**config.mk**
```make
export PLATFORM = sky130hd
export DESIGN_NAME = maxi_burst_master
export DESIGN_NICKNAME = d
export VERILOG_FILES = /design/src/rtl/maxi_burst_master.sv
export SDC_FILE = /design/constraint.sdc
export NUM_CORES = 1
export LEC_CHECK = 0
export CAP_MARGIN = 40
export CELL_PAD_IN_SITES_DETAIL_PLACEMENT = 2
export CELL_PAD_IN_SITES_GLOBAL_PLACEMENT = 2
export CORE_MARGIN = 2
export CORE_UTILIZATION = 16
export CTS_BUF_LIST = sky130_fd_sc_hd__clkbuf_4
export CTS_CLUSTER_DIAMETER = 60
export DETAILED_ROUTE_END_ITERATION = 6
export GPL_TIMING_DRIVEN = 0
export MAX_ROUTING_LAYER = met4
export PLACE_DENSITY_LB_ADDON = 0.3
export SLEW_MARGIN = 20
export SYNTH_ARGS = -nofsm -noshare
export SYNTH_HDL_FRONTEND = slang
export SYNTH_SLANG_ARGS = --single-unit
```
**constraint.sdc**
```tcl
create_clock -name clk -period 4.4 [get_ports clk]
set_clock_uncertainty 0.1 [all_clocks]
set_input_delay 0.44 -clock clk [delete_from_list [all_inputs] [get_ports clk]]
set_output_delay 0.44 -clock clk [all_outputs]
set_load 0.05 [all_outputs]
```
**src/rtl/maxi_burst_master.sv**
```systemverilog
// AXI3 burst master: accepts one read/write burst command at a time, drives the
// address phase, gates write beats through, and passes R/B responses back out.
module maxi_burst_master #(
  parameter int MAX_OUTSTANDING = 4
) (
  input  logic        clk,
  input  logic        rst,

  input  logic        cmd_ena,
  output logic        cmd_rdy,
  input  logic        cmd_write,
  input  logic [31:0] cmd_addr,
  input  logic [11:0] cmd_id,
  input  logic [3:0]  cmd_len,

  input  logic        wdata_ena,
  input  logic [31:0] wdata_data,
  output logic        wdata_rdy,

  output logic        ar_ena,
  output logic [31:0] ar_addr,
  output logic [11:0] ar_id,
  output logic [3:0]  ar_len,
  input  logic        ar_rdy,

  output logic        aw_ena,
  output logic [31:0] aw_addr,
  output logic [11:0] aw_id,
  output logic [3:0]  aw_len,
  input  logic        aw_rdy,

  output logic        w_ena,
  output logic [31:0] w_data,
  output logic [11:0] w_id,
  output logic        w_last,
  input  logic        w_rdy,

  input  logic        r_ena,
  input  logic [31:0] r_data,
  input  logic [11:0] r_id,
  input  logic        r_last,
  input  logic [1:0]  r_resp,
  output logic        r_rdy,

  input  logic        b_ena,
  input  logic [11:0] b_id,
  input  logic [1:0]  b_resp,
  output logic        b_rdy,

  output logic        rdata_ena,
  output logic [31:0] rdata_data,
  output logic [11:0] rdata_id,
  output logic        rdata_last,
  output logic        rdata_err,
  input  logic        rdata_rdy,

  output logic        wdone_ena,
  output logic [11:0] wdone_id,
  output logic        wdone_err,
  input  logic        wdone_rdy,

  output logic        proto_err
);

  typedef enum logic [1:0] {
    IDLE  = 2'd0,
    RADDR = 2'd1,
    WADDR = 2'd2,
    WDATA = 2'd3
  } state_t;

  localparam logic [3:0] MAX_OUT = 4'(MAX_OUTSTANDING);

  state_t      state;
  logic [31:0] cur_addr;
  logic [11:0] cur_id;
  logic [3:0]  cur_len;
  logic [3:0]  beat;
  logic [3:0]  rd_out;
  logic [3:0]  wr_out;

  logic        cmd_fire;
  logic        w_fire;
  logic        r_fire;
  logic        b_fire;

  // A decrement with the counter already at zero is an underflow and is dropped.
  function automatic logic [3:0] next_count(input logic [3:0] count,
                                            input logic       inc,
                                            input logic       dec);
    logic       dec_ok;
    logic [3:0] result;
    dec_ok = dec && (count != 4'd0);
    if (inc && !dec_ok) begin
      result = count + 4'd1;
    end else if (!inc && dec_ok) begin
      result = count - 4'd1;
    end else begin
      result = count;
    end
    return result;
  endfunction

  assign cmd_rdy  = (state == IDLE) && (rd_out < MAX_OUT) && (wr_out < MAX_OUT);
  assign cmd_fire = cmd_ena && cmd_rdy;

  assign ar_addr = cur_addr;
  assign ar_id   = cur_id;
  assign ar_len  = cur_len;
  assign aw_addr = cur_addr;
  assign aw_id   = cur_id;
  assign aw_len  = cur_len;

  assign w_ena     = (state == WDATA) && wdata_ena;
  assign wdata_rdy = (state == WDATA) && w_rdy;
  assign w_data    = wdata_data;
  assign w_id      = cur_id;
  assign w_last    = (beat == cur_len);
  assign w_fire    = w_ena && w_rdy;

  assign rdata_ena  = r_ena;
  assign r_rdy      = rdata_rdy;
  assign rdata_data = r_data;
  assign rdata_id   = r_id;
  assign rdata_last = r_last;
  assign rdata_err  = (r_resp != 2'd0);
  assign r_fire     = r_ena && rdata_rdy;

  assign wdone_ena = b_ena;
  assign b_rdy     = wdone_rdy;
  assign wdone_id  = b_id;
  assign wdone_err = (b_resp != 2'd0);
  assign b_fire    = b_ena && wdone_rdy;

  // Command sequencing: address phase then, for writes, the data beats.
  always_ff @(posedge clk) begin
    if (rst) begin
      state    <= IDLE;
      ar_ena   <= 1'b0;
      aw_ena   <= 1'b0;
      cur_addr <= 32'd0;
      cur_id   <= 12'd0;
      cur_len  <= 4'd0;
      beat     <= 4'd0;
    end else begin
      case (state)
        IDLE: begin
          if (cmd_fire) begin
            cur_addr <= cmd_addr;
            cur_id   <= cmd_id;
            cur_len  <= cmd_len;
            if (cmd_write) begin
              aw_ena <= 1'b1;
              state  <= WADDR;
            end else begin
              ar_ena <= 1'b1;
              state  <= RADDR;
            end
          end
        end
        RADDR: begin
          if (ar_rdy) begin
            ar_ena <= 1'b0;
            state  <= IDLE;
          end
        end
        WADDR: begin
          if (aw_rdy) begin
            aw_ena <= 1'b0;
            beat   <= 4'd0;
            state  <= WDATA;
          end
        end
        WDATA: begin
          if (w_fire) begin
            beat <= beat + 4'd1;
            if (w_last) begin
              state <= IDLE;
            end
          end
        end
        default: begin
          ar_ena <= 1'b0;
          aw_ena <= 1'b0;
          state  <= IDLE;
        end
      endcase
    end
  end

  // Outstanding-burst bookkeeping and sticky underflow detection.
  always_ff @(posedge clk) begin
    if (rst) begin
      rd_out    <= 4'd0;
      wr_out    <= 4'd0;
      proto_err <= 1'b0;
    end else begin
      rd_out <= next_count(rd_out, ar_ena && ar_rdy, r_fire && r_last);
      wr_out <= next_count(wr_out, aw_ena && aw_rdy, b_fire);
      if ((r_fire && (rd_out == 4'd0)) || (b_fire && (wr_out == 4'd0))) begin
        proto_err <= 1'b1;
      end
    end
  end

endmodule

```
==> out/results.txt <==
Setup Buffers After CTS -> 0
Crit path time final -> 3.19 ns
Pre-antenna DRT Iters -> 4
Avg Inst Size Synth -> 7.93 sq um
CTS tree -> built
Fin nets -> 932
Die area -> 25300 sq um
Initial antenna violation count -> 1
Post_cts resized -> 0
Post-Route WL -> 15.6 mm
Worst-Skew Late Latency -> 0.43 ns
Largest net degree at the start of global routing -> 12
Crit path kind -> reg2out
Synth async-reset ratio -> 0%
Worst path bufs/invs -> 1
Cells after Synth -> 485
Power Total -> 4.73 mW
Post-route ant nets -> 0
IO Pins -> 363
Post-synth top cells -> 154 x buf_4, 100 x nand2_1, 65 x dfxtp_1, 54 x a21oi_1, 18 x nor2_1
Setup repair after global routing missed its margin -> false
Via count -> 4157
Max Cap Violations -> 0
Via/cell ratio -> 3.80
Longest Clk Path Bufs -> 2
Register bit total from synthesis -> 65
Hold Crit Start -> ar_addr[19]
Num CTS Buffers -> 9
CORE AREA -> 23500 sq um
Fmax -> 314 MHz
Register area -> 1300 sq um
GP Congestion -> 0.705
Port buffer count -> 274
Slowest cell on the critical path -> clkdlybuf4s50_1
Fin. Hold Viols -> 0
Die X -> 159 um
GRT Util Overall -> 12.4%
Row count -> 56
Top post-synthesis cells by area -> dfxtp_1 34%, buf_4 30%, nand2_1 9.8%
Final setup violation count -> 0
Place WS -> 1.56 ns
Layout cells sized above 1 -> 24.0%
Yosys top cell by area -> dfxtp_1
Post-route core utilization -> 30.4%
Multi-input gate area -> 1280 sq um
Setup TNS -> 0 ns
Crit path max fanout -> 4
Top-count cell post-synth -> buf_4
Max rail drop VDD -> 174 uV
Worst-Margin Slew -> 0.796 ns
# DRC -> 0
Status -> complete, no violations
# fillers -> 2743
Startpoint of the worst register-to-register path -> rd_out[0]
Hold buffer count at cts -> 0
Post-synthesis sequential area ratio -> 33.8%
Final worst-path setup slack -> 1.21 ns
Fin area -> 7150 sq um
CTS root buffer -> clkbuf_4
Worst slew margin -> 46.4%
Top cell type's share of synthesized area -> 33.8%
Critical path startpoint category -> register
Number of enable flip-flop cells after synthesis -> 0
H-Tree Depth -> 3
Setup crit start -> ar_len[2]
Synth Flop Type -> dfxtp_1
Syn nets -> 647
Cell Area, Synth -> 3850 sq um
Clock slew at reported path FFs -> 0.13 ns
Hold crit path type -> reg2reg
Dpl cell area -> 6990 sq um
Yosys warns -> 0
Netlist cell types -> 38
Initial Util -> 16.3%
# clock sinks -> 65
Area grow syn2layout -> 85.8%
Crit-path cells -> xor2_1 > nor4_1 > clkdlybuf4s50_1
First-pass GRT wire length -> 23.9 mm
Number of global-route vias before repair -> 4419
Largest delay share family, worst path -> buffers and inverters
WP data arrival -> 2.65 ns
Drt wl/cell -> 14.2 um
Die H -> 159 um
CP max stage delay -> 0.95 ns
PwrDens -> 661 nW/um^2
Final Slew Violations -> 0
Final Cycle Share -> 72.5%
WP data required -> 3.86 ns
Total gr overflow -> 0
Iteration-0 DRC count of the detailed router -> 72
HPWL Detailed -> 12.8 mm
Pleak -> 2.95 nW
Setup crit end kind -> output port
==> power by group <==
group          leakage (nW)  switching [mW]  internal (mW)
sequential            0.532           0.179          0.771
combinational          2.33            2.10           1.20
clock                0.0862           0.248          0.234
==> final timing paths <==
check	slack [ns]	endpoint	cells after the start
hold reg to reg	0.38	ar_addr[19]	2
setup reg to reg	1.63	rd_out[3]	9
setup / recovery	1.21	w_last	3
hold / removal	0.38	ar_addr[19]	2
==> state kept, by name, indices dropped and copies added (netlist names) <==
signal	flops
ar_addr	32
wr_out	4
beat	4
ar_len	4
ar_ena	1
ar_id	12
aw_ena	1
proto_err	1
state	2
rd_out	4
==> kinds of logic after synthesis <==
logic type	Yosys count	synth area share [%]
simple gates	145	15.9
compound gates	73	10.6
fa+ha+maj	9	3.32
buf+inv	179	33.0
xor+xnor	10	2.28
mux	4	1.11
flops	65	33.8
==> metal layers <==
metal / vias up / part of all wire, % / wire length [um] / track usage (%)
met1: 1961 / 41 / 6350 / 13.7
met4: 0 / 1.2 / 189 / 3.97
met2: 205 / 51 / 7980 / 22.1
met5: - / 0 / 0 / -
met3: 11 / 6.8 / 1060 / 2.71
li1: 1980 / - / - / -
==> cell type report <==
cell class	count	area share (%)
multi-input combinational	241	17.9
sequential	65	18.2
antenna	1	0.0350
timing repair buffer	274	38.4
clock inverter	6	1.16
buffer	175	17.5
clock buffer	10	1.05
inverter	4	0.210
tap	319	5.58
==> worst reg2reg max path: stages, from the launching register on <==
cell,delay [ns]
dfxtp_1,0.38
or4_1,0.56
nand4_1,0.14
ha_1,0.17
inv_1,0.10
ha_1,0.34
a21oi_1,0.22
a211oi_1,0.10
a31oi_1,0.22
mux2_2,0.36
==> metrics by stage <==
step | hold WS, ns | cells
2_1_floorplan | 0.393 | 485
3_3_place_gp | 0.362 | 1078
3_5_place_dp | 0.367 | 1078
4_1_cts | 0.375 | 1094
5_1_grt | 0.399 | 1095
6_report | 0.378 | 1095
==> placed cells by master (no fill, tap or decap), drive strengths merged, types with 3 or more instances in the layout <==
cell / count
a211oi: 3
a21oi: 54
a31oi: 5
and2: 4
and3: 5
buf: 163
clkbuf: 22
clkdlybuf4s50: 274
clkinv: 3
dfxtp: 65
ha: 7
inv: 4
nand2: 100
nand3: 6
nor2: 18
nor2b: 3
o21ai: 3
xor2: 8
No activity file was read; power rests on OpenSTA's default activity.
